<file path="config.mk">
export PLATFORM = sky130hd
export DESIGN_NAME = ai_lane_distance_flat
export DESIGN_NICKNAME = d
export VERILOG_FILES = /design/src/rtl/ai_cmp_pkg.sv /design/src/rtl/ai_lane_distance_if.sv /design/src/rtl/ai_lane_absdiff.sv /design/src/rtl/ai_lane_distance.sv /design/src/flat_wrapper.sv
export SDC_FILE = /design/constraint.sdc
export NUM_CORES = 1
export LEC_CHECK = 0
export ABC_AREA = 1
export BUFFER_PORTS_ARGS = -buffer_cell sky130_fd_sc_hd__buf_2
export CORE_MARGIN = 2
export CORE_UTILIZATION = 25
export CTS_CLUSTER_SIZE = 16
export DETAILED_ROUTE_END_ITERATION = 8
export GPL_ROUTABILITY_DRIVEN = 0
export GPL_TIMING_DRIVEN = 0
export PLACE_DENSITY = 0.47
export SETUP_SLACK_MARGIN = 0.2
export SYNTH_ARGS = -nofsm -noshare
export SYNTH_HDL_FRONTEND = slang
export SYNTH_SLANG_ARGS = --single-unit
</file>
<file path="constraint.sdc">
create_clock -name clk -period 3.71 [get_ports clk]
set_input_delay 1.113 -clock clk [delete_from_list [all_inputs] [get_ports clk]]
set_output_delay 1.113 -clock clk [all_outputs]
set_load 0.03 [all_outputs]
</file>
<file path="src/rtl/ai_cmp_pkg.sv">
// Shared helpers for the comparer path: default sizes, width calculation
// and lane extraction from a packed feature vector.
// Build option: AI_LANE_DIST_SQUARED_EN selects squared per-lane differences,
// which doubles the per-lane result width (and so SUM_W / ACC_W).
package ai_cmp_pkg;

    localparam int DEF_LANES     = 4;
    localparam int DEF_W         = 8;
    localparam int DEF_FRAME_LEN = 16;

    // Widest half-vector and widest lane get_lane() can handle.
    localparam int MAX_VEC_W  = 1024;
    localparam int MAX_LANE_W = 64;

`ifdef AI_LANE_DIST_SQUARED_EN
    localparam bit SQUARED = 1'b1;
`else
    localparam bit SQUARED = 1'b0;
`endif

    // Ceiling log2; clog2(1) = 0.
    function automatic int clog2(input int value);
        int result;
        result = 0;
        while ((1 << result) < value) begin
            result = result + 1;
        end
        return result;
    endfunction

    // Width of one lane's difference term.
    function automatic int lane_out_width(input int w);
        return SQUARED ? 2 * w : w;
    endfunction

    // Per-vector distance width: every lane at its maximum cannot overflow.
    function automatic int sum_width(input int lanes, input int w);
        return lane_out_width(w) + clog2(lanes);
    endfunction

    // Frame accumulator width, with one spare bit of headroom.
    function automatic int acc_width(input int lanes, input int w, input int frame_len);
        return sum_width(lanes, w) + clog2(frame_len) + 1;
    endfunction

    // Returns lane i of a half-vector of 'lanes' elements of 'w' bits.
    // Lane 0 is the most significant element.
    function automatic logic [MAX_LANE_W-1:0] get_lane(
        input logic [MAX_VEC_W-1:0] vec,
        input int                   i,
        input int                   lanes,
        input int                   w
    );
        logic [MAX_VEC_W-1:0] shifted;
        logic [MAX_VEC_W-1:0] mask;
        shifted = vec >> ((lanes - 1 - i) * w);
        mask    = (MAX_VEC_W'(1) << w) - MAX_VEC_W'(1);
        shifted = shifted & mask;
        return shifted[MAX_LANE_W-1:0];
    endfunction

endpackage

</file>
<file path="src/rtl/ai_lane_distance_if.sv">
// Bundle of the distance engine's source inputs and result outputs.
// master: the feature sources / consumer side; slave: the engine.
// Widths follow AI_LANE_DIST_SQUARED_EN through the shared package.
interface ai_lane_distance_if #(
    parameter int LANES     = ai_cmp_pkg::DEF_LANES,
    parameter int W         = ai_cmp_pkg::DEF_W,
    parameter int FRAME_LEN = ai_cmp_pkg::DEF_FRAME_LEN
);
    localparam int PAIR_W = 2 * LANES * W;
    localparam int SUM_W  = ai_cmp_pkg::sum_width(LANES, W);
    localparam int ACC_W  = ai_cmp_pkg::acc_width(LANES, W, FRAME_LEN);

    logic              init;
    logic [PAIR_W-1:0] data_a_in;
    logic              rdy_a_in;
    logic [PAIR_W-1:0] data_b_in;
    logic              rdy_b_in;
    logic [SUM_W-1:0]  vec_dist_out;
    logic              vec_rdy_out;
    logic [ACC_W-1:0]  frame_dist_out;
    logic              frame_rdy_out;
    logic              collision_out;

    modport master (
        output init, data_a_in, rdy_a_in, data_b_in, rdy_b_in,
        input  vec_dist_out, vec_rdy_out, frame_dist_out, frame_rdy_out, collision_out
    );

    modport slave (
        input  init, data_a_in, rdy_a_in, data_b_in, rdy_b_in,
        output vec_dist_out, vec_rdy_out, frame_dist_out, frame_rdy_out, collision_out
    );

endinterface

</file>
<file path="src/rtl/ai_lane_absdiff.sv">
// Single-lane registered |a - b|, or (a - b)^2 when AI_LANE_DIST_SQUARED_EN
// is defined. The square is taken of the magnitude within the same register
// stage, so latency is one clock in both builds.
module ai_lane_absdiff #(
    parameter int W     = 8,
    parameter int OUT_W = W
) (
    input  logic             clk,
    input  logic             rst,
    input  logic [W-1:0]     a,
    input  logic [W-1:0]     b,
    output logic [OUT_W-1:0] diff_out
);

    logic [W-1:0] mag;

    // Unsigned magnitude; equal operands take the second branch and give 0.
    assign mag = (a > b) ? (a - b) : (b - a);

    // Register the lane term.
    always_ff @(posedge clk) begin
        if (rst) begin
            diff_out <= '0;
        end else begin
`ifdef AI_LANE_DIST_SQUARED_EN
            diff_out <= OUT_W'(mag) * OUT_W'(mag);
`else
            diff_out <= OUT_W'(mag);
`endif
        end
    end

endmodule

</file>
<file path="src/rtl/ai_lane_distance.sv">
// Per-lane distance engine: arbitrates two sources, computes the L1 distance
// of the "last"/"next" halves at one vector per clock (4-register pipeline:
// input, lane difference, lane sum, output), and sums FRAME_LEN vector
// distances into a frame total.
// Build option: AI_LANE_DIST_SQUARED_EN gives squared-Euclidean distance.
module ai_lane_distance
    import ai_cmp_pkg::*;
#(
    parameter int LANES     = DEF_LANES,
    parameter int W         = DEF_W,
    parameter int FRAME_LEN = DEF_FRAME_LEN
) (
    input logic               clk,
    input logic               rst,
    ai_lane_distance_if.slave bus
);

    localparam int HALF_W = LANES * W;
    localparam int PAIR_W = 2 * HALF_W;
    localparam int D_W    = lane_out_width(W);
    localparam int SUM_W  = sum_width(LANES, W);
    localparam int ACC_W  = acc_width(LANES, W, FRAME_LEN);
    localparam int CNT_W  = clog2(FRAME_LEN + 1);

    logic              s0_valid_reg;
    logic [PAIR_W-1:0] s0_data_reg;
    logic              collision_reg;
    logic              s1_valid_reg;
    logic [D_W-1:0]    lane_diff [LANES];
    logic [SUM_W-1:0]  lane_sum;
    logic              s2_valid_reg;
    logic [SUM_W-1:0]  s2_sum_reg;
    logic              vec_rdy_reg;
    logic [SUM_W-1:0]  vec_dist_reg;
    logic [ACC_W-1:0]  acc_reg;
    logic [CNT_W-1:0]  cnt_reg;
    logic              frame_rdy_reg;
    logic [ACC_W-1:0]  frame_dist_reg;
    logic [MAX_VEC_W-1:0] last_ext;
    logic [MAX_VEC_W-1:0] next_ext;

    // Stage 0: source A has priority; an idle or init cycle zeroes the data.
    always_ff @(posedge clk) begin
        if (rst) begin
            s0_valid_reg  <= 1'b0;
            s0_data_reg   <= '0;
            collision_reg <= 1'b0;
        end else begin
            collision_reg <= bus.rdy_a_in & bus.rdy_b_in;
            if (bus.init) begin
                s0_valid_reg <= 1'b0;
                s0_data_reg  <= '0;
            end else if (bus.rdy_a_in) begin
                s0_valid_reg <= 1'b1;
                s0_data_reg  <= bus.data_a_in;
            end else if (bus.rdy_b_in) begin
                s0_valid_reg <= 1'b1;
                s0_data_reg  <= bus.data_b_in;
            end else begin
                s0_valid_reg <= 1'b0;
                s0_data_reg  <= '0;
            end
        end
    end

    assign last_ext = MAX_VEC_W'(s0_data_reg[PAIR_W-1:HALF_W]);
    assign next_ext = MAX_VEC_W'(s0_data_reg[HALF_W-1:0]);

    // Stage 1: one registered difference unit per lane.
    genvar gi;
    generate
        for (gi = 0; gi < LANES; gi++) begin : g_lane
            logic [W-1:0] last_lane;
            logic [W-1:0] next_lane;
            assign last_lane = W'(get_lane(last_ext, gi, LANES, W));
            assign next_lane = W'(get_lane(next_ext, gi, LANES, W));
            ai_lane_absdiff #(
                .W     (W),
                .OUT_W (D_W)
            ) u_absdiff (
                .clk      (clk),
                .rst      (rst),
                .a        (last_lane),
                .b        (next_lane),
                .diff_out (lane_diff[gi])
            );
        end
    endgenerate

    // Lane adder: SUM_W holds LANES maximal terms, so no wrap is possible.
    always_comb begin
        lane_sum = '0;
        for (int i = 0; i < LANES; i++) begin
            lane_sum = lane_sum + SUM_W'(lane_diff[i]);
        end
    end

    // Valid tracking for stages 1/2 and the stage-2 sum register; init kills in-flight data.
    always_ff @(posedge clk) begin
        if (rst) begin
            s1_valid_reg <= 1'b0;
            s2_valid_reg <= 1'b0;
            s2_sum_reg   <= '0;
        end else begin
            s1_valid_reg <= s0_valid_reg & ~bus.init;
            s2_valid_reg <= s1_valid_reg & ~bus.init;
            s2_sum_reg   <= lane_sum;
        end
    end

    // Output register: distance holds its last value between pulses.
    always_ff @(posedge clk) begin
        if (rst) begin
            vec_rdy_reg  <= 1'b0;
            vec_dist_reg <= '0;
        end else begin
            vec_rdy_reg <= s2_valid_reg & ~bus.init;
            if (s2_valid_reg && !bus.init) begin
                vec_dist_reg <= s2_sum_reg;
            end
        end
    end

    // Frame accumulator: a full count is published one edge later, and a
    // vector arriving on that edge starts the next frame.
    always_ff @(posedge clk) begin
        if (rst) begin
            acc_reg        <= '0;
            cnt_reg        <= '0;
            frame_rdy_reg  <= 1'b0;
            frame_dist_reg <= '0;
        end else if (bus.init) begin
            acc_reg       <= '0;
            cnt_reg       <= '0;
            frame_rdy_reg <= 1'b0;
        end else if (cnt_reg == CNT_W'(FRAME_LEN)) begin
            frame_dist_reg <= acc_reg;
            frame_rdy_reg  <= 1'b1;
            if (vec_rdy_reg) begin
                acc_reg <= ACC_W'(vec_dist_reg);
                cnt_reg <= CNT_W'(1);
            end else begin
                acc_reg <= '0;
                cnt_reg <= '0;
            end
        end else begin
            frame_rdy_reg <= 1'b0;
            if (vec_rdy_reg) begin
                acc_reg <= acc_reg + ACC_W'(vec_dist_reg);
                cnt_reg <= cnt_reg + CNT_W'(1);
            end
        end
    end

    assign bus.vec_dist_out   = vec_dist_reg;
    assign bus.vec_rdy_out    = vec_rdy_reg;
    assign bus.frame_dist_out = frame_dist_reg;
    assign bus.frame_rdy_out  = frame_rdy_reg;
    assign bus.collision_out  = collision_reg;

endmodule

</file>
<file path="src/flat_wrapper.sv">
// flat-port wrapper written by rule: the top's interface ports become plain ports
module ai_lane_distance_flat import ai_cmp_pkg::*;
#(
    parameter int LANES     = DEF_LANES,
    parameter int W         = DEF_W,
    parameter int FRAME_LEN = DEF_FRAME_LEN
)
  (clk, rst, bus_init, bus_data_a_in, bus_rdy_a_in, bus_data_b_in, bus_rdy_b_in, bus_vec_dist_out, bus_vec_rdy_out, bus_frame_dist_out, bus_frame_rdy_out, bus_collision_out);
  ai_lane_distance_if #(.LANES(LANES), .W(W), .FRAME_LEN(FRAME_LEN)) bus_i ();
  input logic clk;
  input logic rst;
  input wire logic [$bits(bus_i.init)-1:0] bus_init;
  input wire logic [$bits(bus_i.data_a_in)-1:0] bus_data_a_in;
  input wire logic [$bits(bus_i.rdy_a_in)-1:0] bus_rdy_a_in;
  input wire logic [$bits(bus_i.data_b_in)-1:0] bus_data_b_in;
  input wire logic [$bits(bus_i.rdy_b_in)-1:0] bus_rdy_b_in;
  output wire logic [$bits(bus_i.vec_dist_out)-1:0] bus_vec_dist_out;
  output wire logic [$bits(bus_i.vec_rdy_out)-1:0] bus_vec_rdy_out;
  output wire logic [$bits(bus_i.frame_dist_out)-1:0] bus_frame_dist_out;
  output wire logic [$bits(bus_i.frame_rdy_out)-1:0] bus_frame_rdy_out;
  output wire logic [$bits(bus_i.collision_out)-1:0] bus_collision_out;
  assign bus_i.init = bus_init;
  assign bus_i.data_a_in = bus_data_a_in;
  assign bus_i.rdy_a_in = bus_rdy_a_in;
  assign bus_i.data_b_in = bus_data_b_in;
  assign bus_i.rdy_b_in = bus_rdy_b_in;
  assign bus_vec_dist_out = bus_i.vec_dist_out;
  assign bus_vec_rdy_out = bus_i.vec_rdy_out;
  assign bus_frame_dist_out = bus_i.frame_dist_out;
  assign bus_frame_rdy_out = bus_i.frame_rdy_out;
  assign bus_collision_out = bus_i.collision_out;
  ai_lane_distance #(.LANES(LANES), .W(W), .FRAME_LEN(FRAME_LEN)) u_core (.clk(clk), .rst(rst), .bus(bus_i));
endmodule
</file>
==> key figures, run 1 <==
STA
  • Final setup fails: 0
  • Final hold violation count: 0
  • Hold slack: between 0.4 and 0.5 ns
  • Slew headroom: 0.482
  • Final worst-path cycle share: 0.858
  • Slew Viols, Final: 0
  • Slew @ Worst Pin: between 0.7 and 0.8 ns
  • RSZ-0062 raised after global routing: false
  • Post-Route Skew: roughly 0.011 ns
  • F_max: roughly 310 MHz
  • Total Neg Setup Slack: 0 ns
  • Min Tclk post-route: 3.18 ns

Clock network
  • PostCTS Resize Cnt: 0
  • Cts bufs inserted: 17
  • CTS tree: yes
  • # H-tree levels: 4
  • Clk Latency, worst-skew pair: between 0.4 and 0.5 ns
  • Root Buffer: clkbuf_16
  • CTS Hold Buffers Added: 0
  • Post-CTS setup buffer count: 0
  • # clock sinks: approximately 160
  • Reg clk slew, reported paths: approximately 0.07 ns
  • Max Buffers Root-to-Sink: 2

Yosys
  • Synth warnings: 0
  • Leading area contributor after synthesis: dfxtp_1
  • Post-Syn Area per Cell: between 7 and 8 µm²
  • Post-synthesis register bit count: 157
  • Post-synth EDFFs: 0
  • Mapped Cells: about 1400
  • Synth top area share: 0.322
  • Synth cell types: ~40
  • Post-synthesis sequential area ratio: 0.322
  • Top post-synthesis cells by count: nand2_1 (349), inv_1 (219), a21oi_1 (175)
  • Ys flop type: dfxtp_1
  • Post-synthesis instance area: about 0.0098 mm²
  • Top post-synthesis cells by area: dfxtp_1 (32%), nand2_1 (13%), ha_1 (11%)
  • Post-synth ARST share: 0
  • Count leader, synth: nand2_1
  • Syn_nets: about 1600

Final layout
  • Layout fillers: approximately 4300
  • Non-filler instance count after layout: just over 2000
  • Share of layout cells above drive strength 1: 0.180
  • Final net count: 1784
  • Diode count: 0
  • Area delta synth->final: 20.7%
  • Max reg flops: 64
  • Reg area: about 0.0031 mm²
  • Final core utilization: 0.305
  • Multi-input logic area: ~0.0055 mm²

Critical path
  • Peak fanout along the critical path: 5
  • CP required: about 4.0 ns
  • Worst reg2reg setup slack: approximately 0.53 ns
  • Worst path buffer plus inverter count: 3
  • CP Class: reg -> reg
  • Top Family by Delay on Critical Path: adder cells
  • Worst setup SP type: flop
  • Crit end category: flop
  • CP max-delay cell: fa_1
  • CP peak stage delay: approximately 0.44 ns
  • Cells along the critical path: ha_1 -> inv_1 -> fa_1 -> o211ai_2 -> a21oi_1 -> o21ai_1 -> xor2_1 -> fa_1 -> inv_1 -> ha_1 -> inv_1 -> nor3_1 -> a211oi_1 -> nand3_1 -> nand2_1 -> nor2_1
  • Crit-path most repeated cell: inv_1
  • Crit path DAT: 3.51 ns

Routing
  • Met2 Wirelength: 12300 µm
  • Wire length on met1: approximately 12000 µm
  • Initial DRC Count: 263
  • Detailed Route WL: between 20000 and 30000 µm
  • Vias per std cell: a little over 4
  • DRC Markers: 0
  • DR pass1 iterations: 6
  • Avg WL per Cell: 12.2 µm
  • Max layer used: met4
  • Final ANT Viol Nets: 0
  • Met3 WL post-DR: about 800 µm
  • DR vias: 8607

Die
  • Core area: just under 0.04 mm²
  • Chip width: around 200 µm
  • Num rows: a little over 70
  • Die area: 0.0407 mm²
  • Ports: around 160
  • Die H: just over 200 µm
  • Initial Util: 0.253

Placed design
  • PortBufs: ~160
  • Placed cells: about 2000
  • Detail Placement HPWL: slightly above 20000 µm

Run status
  • Status: completed

Power and ir drop
  • Pwr Density: 418 mW/mm²
  • Pwr Total: a little under 5 mW
  • Leak Pwr: 5.65 nW
  • IR drop worst, VDD: about 0.29 mV

GRT
  • Number of global-route vias before repair: approximately 8700
  • Largest net degree at the start of global routing: 17
  • GRT overflow: 0
  • Total track usage: 0.129
  • Initial antenna violation count: 0
  • Global-route wire length before repair: about 42000 µm

Flow run
  • Max-cap violation count: 0

Worst hold path
  • Hold crit path type: reg -> reg
==> tightest hold or removal path, cell delays in order, from the launching register on <==
cell	delay (ns)
dfxtp_1	0.30
inv_1	0.04
nor2_1	0.03
==> logic make-up (layout without fill, tap and decap cells) <==
family | after synthesis | after routing | synth area share
compound gates | 278 | 278 | 0.156
xor+xnor | 45 | 45 | 0.0403
fa+ha+maj | 107 | 107 | 0.152
buf+inv | 283 | 474 | 0.118
flops | 157 | 157 | 0.322
simple gates | 496 | 496 | 0.212
==> layout make-up <==
| class | count | area share |
|---|---|---|
| plain buffers | 52 | 0.0237 |
| inverters | 231 | 0.0744 |
| multi-input cells | 926 | 0.464 |
| well taps | 518 | 0.0550 |
| repair buffers | 159 | 0.0675 |
| flip-flops and latches | 157 | 0.266 |
| clock inverters | 15 | 0.0129 |
| clock buffers | 17 | 0.0361 |
==> where the power goes <==
group | internal (mW) | switching (mW)
Combinational | 0.518 | 0.828
Sequential | 1.81 | 0.0476
Clock | 0.947 | 0.780
==> path summary, 6_finish.rpt <==
| path | depth (start not counted) | to | startpoint |
|---|---|---|---|
| max | 16 | u_core.s2_sum_reg[8]$_SDFF_PP0_ | u_core.g_lane[1].u_absdiff.diff_out[0]$_SDFF_PP0_ |
| min | 2 | u_core.s1_valid_reg$_SDFF_PP0_ | u_core.s0_valid_reg$_SDFF_PP0_ |
| max reg2reg | 16 | u_core.s2_sum_reg[8]$_SDFF_PP0_ | u_core.g_lane[1].u_absdiff.diff_out[0]$_SDFF_PP0_ |
| min reg2reg | 2 | u_core.s1_valid_reg$_SDFF_PP0_ | u_core.s0_valid_reg$_SDFF_PP0_ |
==> layout by cell type, fill, tap and decap left out, drive strengths merged <==
cell type | netlist | final
nand3 | 35 | 35
clkinvlp | 0 | 1
and3 | 1 | 1
bufinv | 0 | 1
o21bai | 8 | 8
inv | 231 | 239
o21ai | 67 | 67
nor3b | 1 | 1
nand2 | 374 | 374
nor3 | 7 | 7
a221oi | 1 | 1
xnor2 | 10 | 10
buf | 40 | 199
o21a | 4 | 4
ha | 88 | 88
clkinv | 0 | 5
a31oi | 2 | 2
nor2 | 69 | 69
o211ai | 5 | 5
a21o | 6 | 6
nand4 | 8 | 8
fa | 19 | 19
a21oi | 183 | 183
xor2 | 35 | 35
or2 | 1 | 1
dfxtp | 157 | 157
clkbuf | 12 | 29
o311ai | 1 | 1
a211oi | 1 | 1
==> metal layers <==
| layer | vias to the layer above | GRT usage |
|---|---|---|
| met5 | - | 0 |
| li1 | 4625 | - |
| met3 | 12 | 0.0249 |
| met4 | 0 | 0.0334 |
| met1 | 3837 | 0.158 |
| met2 | 133 | 0.232 |
==> metrics by stage <==
stage               worst slack (ns)  instance area [µm²]
finish                         0.527                11800
global route                   0.228                11800
CTS                            0.510                11800
detailed placement             0.531                11200
global placement               0.536                11200
floorplan                      0.799                 9770
Note: power is estimated with default switching activity, not from simulation.
==> inputs of run 2 (changes only) <==
--- a/config.mk
+++ b/config.mk
@@ -13,7 +13,6 @@
 export DETAILED_ROUTE_END_ITERATION = 8
 export GPL_ROUTABILITY_DRIVEN = 0
 export GPL_TIMING_DRIVEN = 0
-export PLACE_DENSITY = 0.47
 export SETUP_SLACK_MARGIN = 0.2
 export SYNTH_ARGS = -nofsm -noshare
 export SYNTH_HDL_FRONTEND = slang
==> constraint.sdc (replaced) <==
create_clock -name clk -period 3.85 [get_ports clk]
set_input_delay 1.155 -clock clk [delete_from_list [all_inputs] [get_ports clk]]
set_output_delay 1.155 -clock clk [all_outputs]
set_load 0.03 [all_outputs]
==> run 2 against run 1 <==
Against the previous run:
- largest power group unchanged
- combinational power is 4% lower
- highest routed layer unchanged
- sequential power is 4% lower
- setup slack better by 0.15 ns
- critical endpoint unchanged
- final area is 0.12% higher
==> key figures, run 2 (synthesized netlist as in run 1, its figures left out) <==
Clock network
  • Max Buffers Root-to-Sink: 2
  • Reg clk slew, reported paths: around 0.070 ns
  • Post-CTS setup buffer count: 0
  • Cts bufs inserted: 17
  • Clk Latency, worst-skew pair: approximately 0.44 ns
  • CTS Hold Buffers Added: 0
  • PostCTS Resize Cnt: 0
  • # clock sinks: approximately 160
  • Root Buffer: clkbuf_16
  • # H-tree levels: 4
  • CTS tree: yes

Routing
  • Final ANT Viol Nets: 0
  • DR pass1 iterations: 6
  • Detailed Route WL: about 25000 µm
  • DR vias: roughly 8700
  • Avg WL per Cell: around 12 µm
  • Vias per std cell: around 4.2
  • DRC Markers: 0
  • Initial DRC Count: 331

Die
  • Die H: approximately 200 µm
  • Num rows: a little over 70
  • Chip width: roughly 200 µm
  • Die area: between 0.04 and 0.05 mm²
  • Core area: about 0.039 mm²
  • Initial Util: 0.253
  • Ports: between 150 and 200

Critical path
  • Crit path DAT: 3.49 ns
  • Setup crit start: u_core.g_lane[1].u_absdiff.diff_out[0]$_SDFF_PP0_
  • CP max-delay cell: fa_1
  • Top Family by Delay on Critical Path: adder cells
  • Worst R2R Start: u_core.g_lane[1].u_absdiff.diff_out[0]$_SDFF_PP0_
  • WP depth: 16
  • Worst path buffer plus inverter count: 3
  • Crit end category: flop
  • CP required: around 4.2 ns
  • CP Class: reg -> reg
  • CP peak stage delay: between 0.4 and 0.5 ns
  • Worst R2R Path Depth: 16
  • Peak fanout along the critical path: 5
  • Cells along the critical path: ha_1 -> inv_1 -> fa_1 -> o211ai_2 -> a21oi_1 -> o21ai_1 -> xor2_1 -> fa_1 -> inv_1 -> ha_1 -> inv_1 -> nor3_1 -> a211oi_1 -> nand3_1 -> nand2_1 -> nor2_1
  • Worst setup SP type: flop
  • Crit-path most repeated cell: inv_1

Placed design
  • Placed cells: a little over 2000
  • Detail Placement HPWL: slightly below 20000 µm
  • Worst slack at placement: 0.698 ns
  • PortBufs: 159

GRT
  • Largest net degree at the start of global routing: 17
  • GRT overflow: 0
  • Global-route wire length before repair: 40500 µm
  • Total track usage: 0.124
  • Initial antenna violation count: 0
  • GR met2 Demand/Resource: 0.219
  • Number of global-route vias before repair: ~8500
  • GRT busiest layer: met2
  • Grt met1 use: 0.147
  • GR Util met3: 0.0285

Flow run
  • Max-cap violation count: 0

STA
  • Total Neg Setup Slack: 0 ns
  • Post-Route Skew: 0.0169 ns
  • Slew headroom: 0.424
  • Final setup fails: 0
  • Final hold violation count: 0
  • F_max: about 320 MHz
  • RSZ-0062 raised after global routing: false
  • Final worst-path cycle share: 0.824
  • Min Tclk post-route: around 3.2 ns
  • Slew @ Worst Pin: roughly 0.86 ns
  • Setup ws final: approximately 0.68 ns
  • Slew Viols, Final: 0

Final layout
  • Final net count: 1784
  • Diode count: 0
  • Final core utilization: 0.306
  • Share of layout cells above drive strength 1: 0.180
  • Non-filler instance count after layout: ~2100
  • Commonest non-fill, non-tap cell in the layout: nand2_1
  • Area delta synth->final: 20.8%
  • Commonest non-fill, non-tap cells in the layout: nand2_1 (349), inv_1 (219), a21oi_1 (175)
  • Max reg flops: between 60 and 70

Power and ir drop
  • IR drop worst, VDD: around 0.27 mV
  • Net load switching power: 1.56 mW
  • Clock share of power: 0.356
  • Leak Pwr: ~5.7 nW
  • Pwr Density: about 410 mW/mm²
  • Sw frac: 0.326
  • Internal power: between 3 and 4 mW
  • Seq pwr share: 0.374
  • Comb power frac: 0.270

Worst hold path
  • Hold Startpoint: u_core.s1_valid_reg$_SDFF_PP0_
  • Hold crit path type: reg -> reg
  • Hold depth: 2

Run status
  • Status: completed
run 2: cell types whose count changed in the layout (fill, tap and decap cells not counted):
cell / delta
clkbuf_8: +1
clkinv_2: +1
bufinv_16: +1
clkinv_4: -2
inv_6: -2
run 2: power groups by stage:
stage	combinational (mW)	sequential [mW]	clock, mW
after floorplan	0.983	1.82	0
after global placement	1.27	1.83	0
after detailed placement	1.29	1.83	0
after CTS	1.31	1.79	1.75
after global routing	1.50	1.80	1.83
final	1.30	1.79	1.70
run 2: worst paths after layout:
kind,endpoint,slack [ns]
max,u_core.s2_sum_reg[8]$_SDFF_PP0_,0.68
max reg2reg,u_core.s2_sum_reg[8]$_SDFF_PP0_,0.68
min,u_core.s2_valid_reg$_SDFF_PP0_,0.41
min reg2reg,u_core.s2_valid_reg$_SDFF_PP0_,0.41
run 2: routing by layer:
layer / up-vias / share of wire
met5: - / 0
met4: 0 / 0.025
met3: 22 / 0.042
met2: 141 / 0.48
met1: 3887 / 0.45
li1: 4624 / -
run 2: tightest hold or removal path: cells and delay by family (launching register included):
family	cells	cell delay [ns]
flops	1	0.30
buf+inv	1	0.04
simple gates	1	0.04
run 2: cell type report:
cell class / count / area [µm²]
Sequential cell: 157 / 3140
Multi-Input combinational cell: 926 / 5470
Tap cell: 518 / 648
Timing Repair Buffer: 159 / 796
Clock inverter: 13 / 153
Buffer: 52 / 279
Inverter: 231 / 877
Fill cell: 4168 / 26800
Clock buffer: 18 / 439
run 2: through the flow:
stage / hold slack [ns] / instance area (µm²) / power [mW]
after global placement: 0.408 / 11200 / 3.10
after floorplan: 0.394 / 9770 / 2.80
after CTS: 0.414 / 11800 / 4.85
after detailed placement: 0.403 / 11200 / 3.12
after global routing: 0.435 / 11800 / 5.13
final: 0.414 / 11800 / 4.79
==> inputs of run 3 (changes only) <==
--- a/config.mk
+++ b/config.mk
@@ -5,7 +5,7 @@
 export SDC_FILE = /design/constraint.sdc
 export NUM_CORES = 1
 export LEC_CHECK = 0
-export ABC_AREA = 1
+export ABC_AREA = 0
 export BUFFER_PORTS_ARGS = -buffer_cell sky130_fd_sc_hd__buf_2
 export CORE_MARGIN = 2
 export CORE_UTILIZATION = 25
==> constraint.sdc (replaced) <==
create_clock -name clk -period 2.7 [get_ports clk]
set_input_delay 0.81 -clock clk [delete_from_list [all_inputs] [get_ports clk]]
set_output_delay 0.81 -clock clk [all_outputs]
set_load 0.03 [all_outputs]
==> run 3 against run 2 <==
Against the previous run:
- the run now ends with negative setup slack left
- register-to-register slack worse by 1.1 ns
- clock power increased by 44%
- synthesized cell count down 19%
- combinational power grew 71%
- first-iteration DRC count increased by 40%
- die area is 4.3% lower
- global-route usage is 0.75 points higher
- wire length grew 4.4%
==> key figures, run 3 <==
Yosys
  • Mapped Cells: around 1100
  • Syn_nets: between 1000 and 1500
  • Top post-synthesis cells by count: dfxtp_1 (157), nor2_1 (134), inv_1 (113)
  • Post-synthesis sequential area ratio: 0.336
  • Synth cell types: 67
  • Synth top area share: 0.336
  • Post-synthesis instance area: about 0.0093 mm²
  • Top post-synthesis cells by area: dfxtp_1 (34%), ha_1 (12%), a22oi_1 (5.5%)
  • Ys flop type: dfxtp_1
  • Post-synth EDFFs: 0
  • Post-synth ARST share: 0
  • Leading area contributor after synthesis: dfxtp_1
  • Post-Syn Area per Cell: about 8.4 µm²
  • Synth warnings: 0
  • Post-synthesis register bit count: roughly 160
  • Count leader, synth: dfxtp_1

STA
  • Hold slack: approximately 0.44 ns
  • Post-Route Skew: between 0.01 and 0.015 ns
  • Setup ws final: -0.404 ns
  • Final hold violation count: 0
  • Total Neg Setup Slack: -1.41 ns
  • F_max: between 300 and 400 MHz
  • Slew headroom: 0.498
  • Min Tclk post-route: just over 3 ns
  • RSZ-0062 raised after global routing: true
  • Final setup fails: 5
  • Final worst-path cycle share: 1.15
  • Slew Viols, Final: 0
  • Slew @ Worst Pin: about 0.75 ns

Power and ir drop
  • Net load switching power: roughly 2.4 mW
  • Clock share of power: 0.338
  • Sw frac: 0.332
  • Leak Pwr: 5.09 nW
  • Comb power frac: 0.309
  • Seq pwr share: 0.353
  • IR drop worst, VDD: between 0.5 and 0.6 mV
  • Pwr Density: between 600 and 700 mW/mm²
  • Pwr Total: 7.20 mW
  • Internal power: 4.81 mW

Die
  • Die H: 197 µm
  • Core area: ~0.037 mm²
  • Ports: between 150 and 200
  • Chip width: about 200 µm
  • Initial Util: 0.255
  • Num rows: 70
  • Die area: 0.0389 mm²

Final layout
  • Final core utilization: 0.326
  • Area delta synth->final: 28.0%
  • Commonest non-fill, non-tap cell in the layout: buf_2
  • Share of layout cells above drive strength 1: 0.252
  • Commonest non-fill, non-tap cells in the layout: buf_2 (160), dfxtp_1 (145), nor2_1 (134)
  • Final instance area: around 0.012 mm²
  • Non-filler instance count after layout: roughly 1800
  • Max reg flops: between 60 and 70
  • Final net count: approximately 1600

Worst hold path
  • Hold crit path type: reg -> reg

Flow run
  • Max-cap violation count: 0

Critical path
  • Peak fanout along the critical path: 3
  • CP Class: reg -> reg
  • Worst setup SP type: flop
  • Crit path DAT: between 3 and 4 ns
  • Cells along the critical path: ha_1 -> a21o_1 -> a21oi_2 -> xor2_1 -> fa_1 -> inv_1 -> ha_1 -> a21oi_2 -> o21bai_2 -> a2111oi_4 -> nor3_2 -> mux2_2
  • Crit end category: flop
  • CP max-delay cell: fa_1
  • CP required: just over 3 ns
  • CP peak stage delay: 0.44 ns

Routing
  • DR pass1 iterations: 5
  • DR vias: around 8300
  • Detailed Route WL: between 20000 and 30000 µm
  • Final ANT Viol Nets: 0
  • Initial DRC Count: about 460
  • DRC Markers: 0
  • Avg WL per Cell: ~14 µm
  • Vias per std cell: around 4.6

Clock network
  • Max Buffers Root-to-Sink: 2
  • Root Buffer: clkbuf_16
  • Cts bufs inserted: 17
  • # H-tree levels: 4
  • CTS tree: yes
  • Reg clk slew, reported paths: 0.07 ns
  • Clk Latency, worst-skew pair: 0.44 ns
  • # clock sinks: approximately 160

Placed design
  • Dpl cell area: about 0.011 mm²
  • Detail Placement HPWL: just under 20000 µm
  • Worst slack at placement: -0.566 ns
  • Placed cells: between 1500 and 2000
  • PortBufs: between 150 and 200

GRT
  • GRT overflow: 0
  • Initial antenna violation count: 1
  • Global-route wire length before repair: 40600 µm
  • Largest net degree at the start of global routing: 19
  • Total track usage: 0.131
  • Number of global-route vias before repair: slightly above 8000

Run status
  • Failing checks: negative setup slack
  • Status: finished, violations left
-- run 3: final timing paths --
check	slack, ns	end	from	cells past startpoint
max	-0.40	u_core.s2_sum_reg[8]$_SDFF_PP0_	u_core.g_lane[0].u_absdiff.diff_out[1]$_SDFF_PP0_	12
min	0.44	u_core.bus.vec_dist_out[0]$_SDFFE_PP0P_	u_core.s2_sum_reg[0]$_SDFF_PP0_	2
max reg2reg	-0.40	u_core.s2_sum_reg[8]$_SDFF_PP0_	u_core.g_lane[0].u_absdiff.diff_out[1]$_SDFF_PP0_	12
min reg2reg	0.44	u_core.bus.vec_dist_out[0]$_SDFFE_PP0P_	u_core.s2_sum_reg[0]$_SDFF_PP0_	2
-- run 3: what timing repair did --
item,CTS,global route
hold buffers,0,0
endpoints found under the setup margin,23,51
setup buffers,19,10
resized for setup,34,60
pin swaps,17,32
gates cloned,0,1
-- run 3: layout make-up --
| cell class | instances | area [µm²] |
|---|---|---|
| Timing Repair Buffer | 189 | 1030 |
| Clock buffer | 18 | 439 |
| Tap cell | 468 | 586 |
| Inverter | 113 | 424 |
| Buffer | 48 | 215 |
| Clock inverter | 14 | 165 |
| Multi-Input combinational cell | 790 | 5940 |
| Fill cell | 3827 | 24700 |
| Sequential cell | 157 | 3160 |
| Antenna cell | 1 | 2.50 |
-- run 3: cells by family after synthesis --
group                    Yosys count  synth area share
adder cells (fa/ha/maj)          107             0.159
buffers and inverters            161            0.0679
AND/OR/NAND/NOR                  347             0.173
AO/OA/AOI/OAI                    274             0.200
XOR/XNOR                          28            0.0263
multiplexers                      33            0.0379
flip-flops                       157             0.336
-- run 3: power groups by stage --
stage / sequential [mW] / combinational (mW) / clock, mW
finish: 2.54 / 2.22 / 2.44
detailed placement: 2.59 / 1.80 / 0
CTS: 2.54 / 2.01 / 2.50
global placement: 2.59 / 1.76 / 0
floorplan: 2.58 / 1.37 / 0
global route: 2.56 / 2.47 / 2.58
-- run 3: metal layers --
metal  track usage  up-vias  share of wire
met4        0.0457        0          0.022
met5             0        -              0
met2         0.226      171           0.48
met3        0.0230       29          0.036
li1              -     4246              -
met1         0.165     3826           0.46
-- run 3: critical path: cells and delay by family, from the launching register on --
kind,cells,cell delay (ns)
AND/OR/NAND/NOR,1,0.08
multiplexers,1,0.27
AO/OA/AOI/OAI,5,1.00
buffers and inverters,1,0.07
XOR/XNOR,1,0.23
adder cells (fa/ha/maj),3,0.97
flip-flops,1,0.37
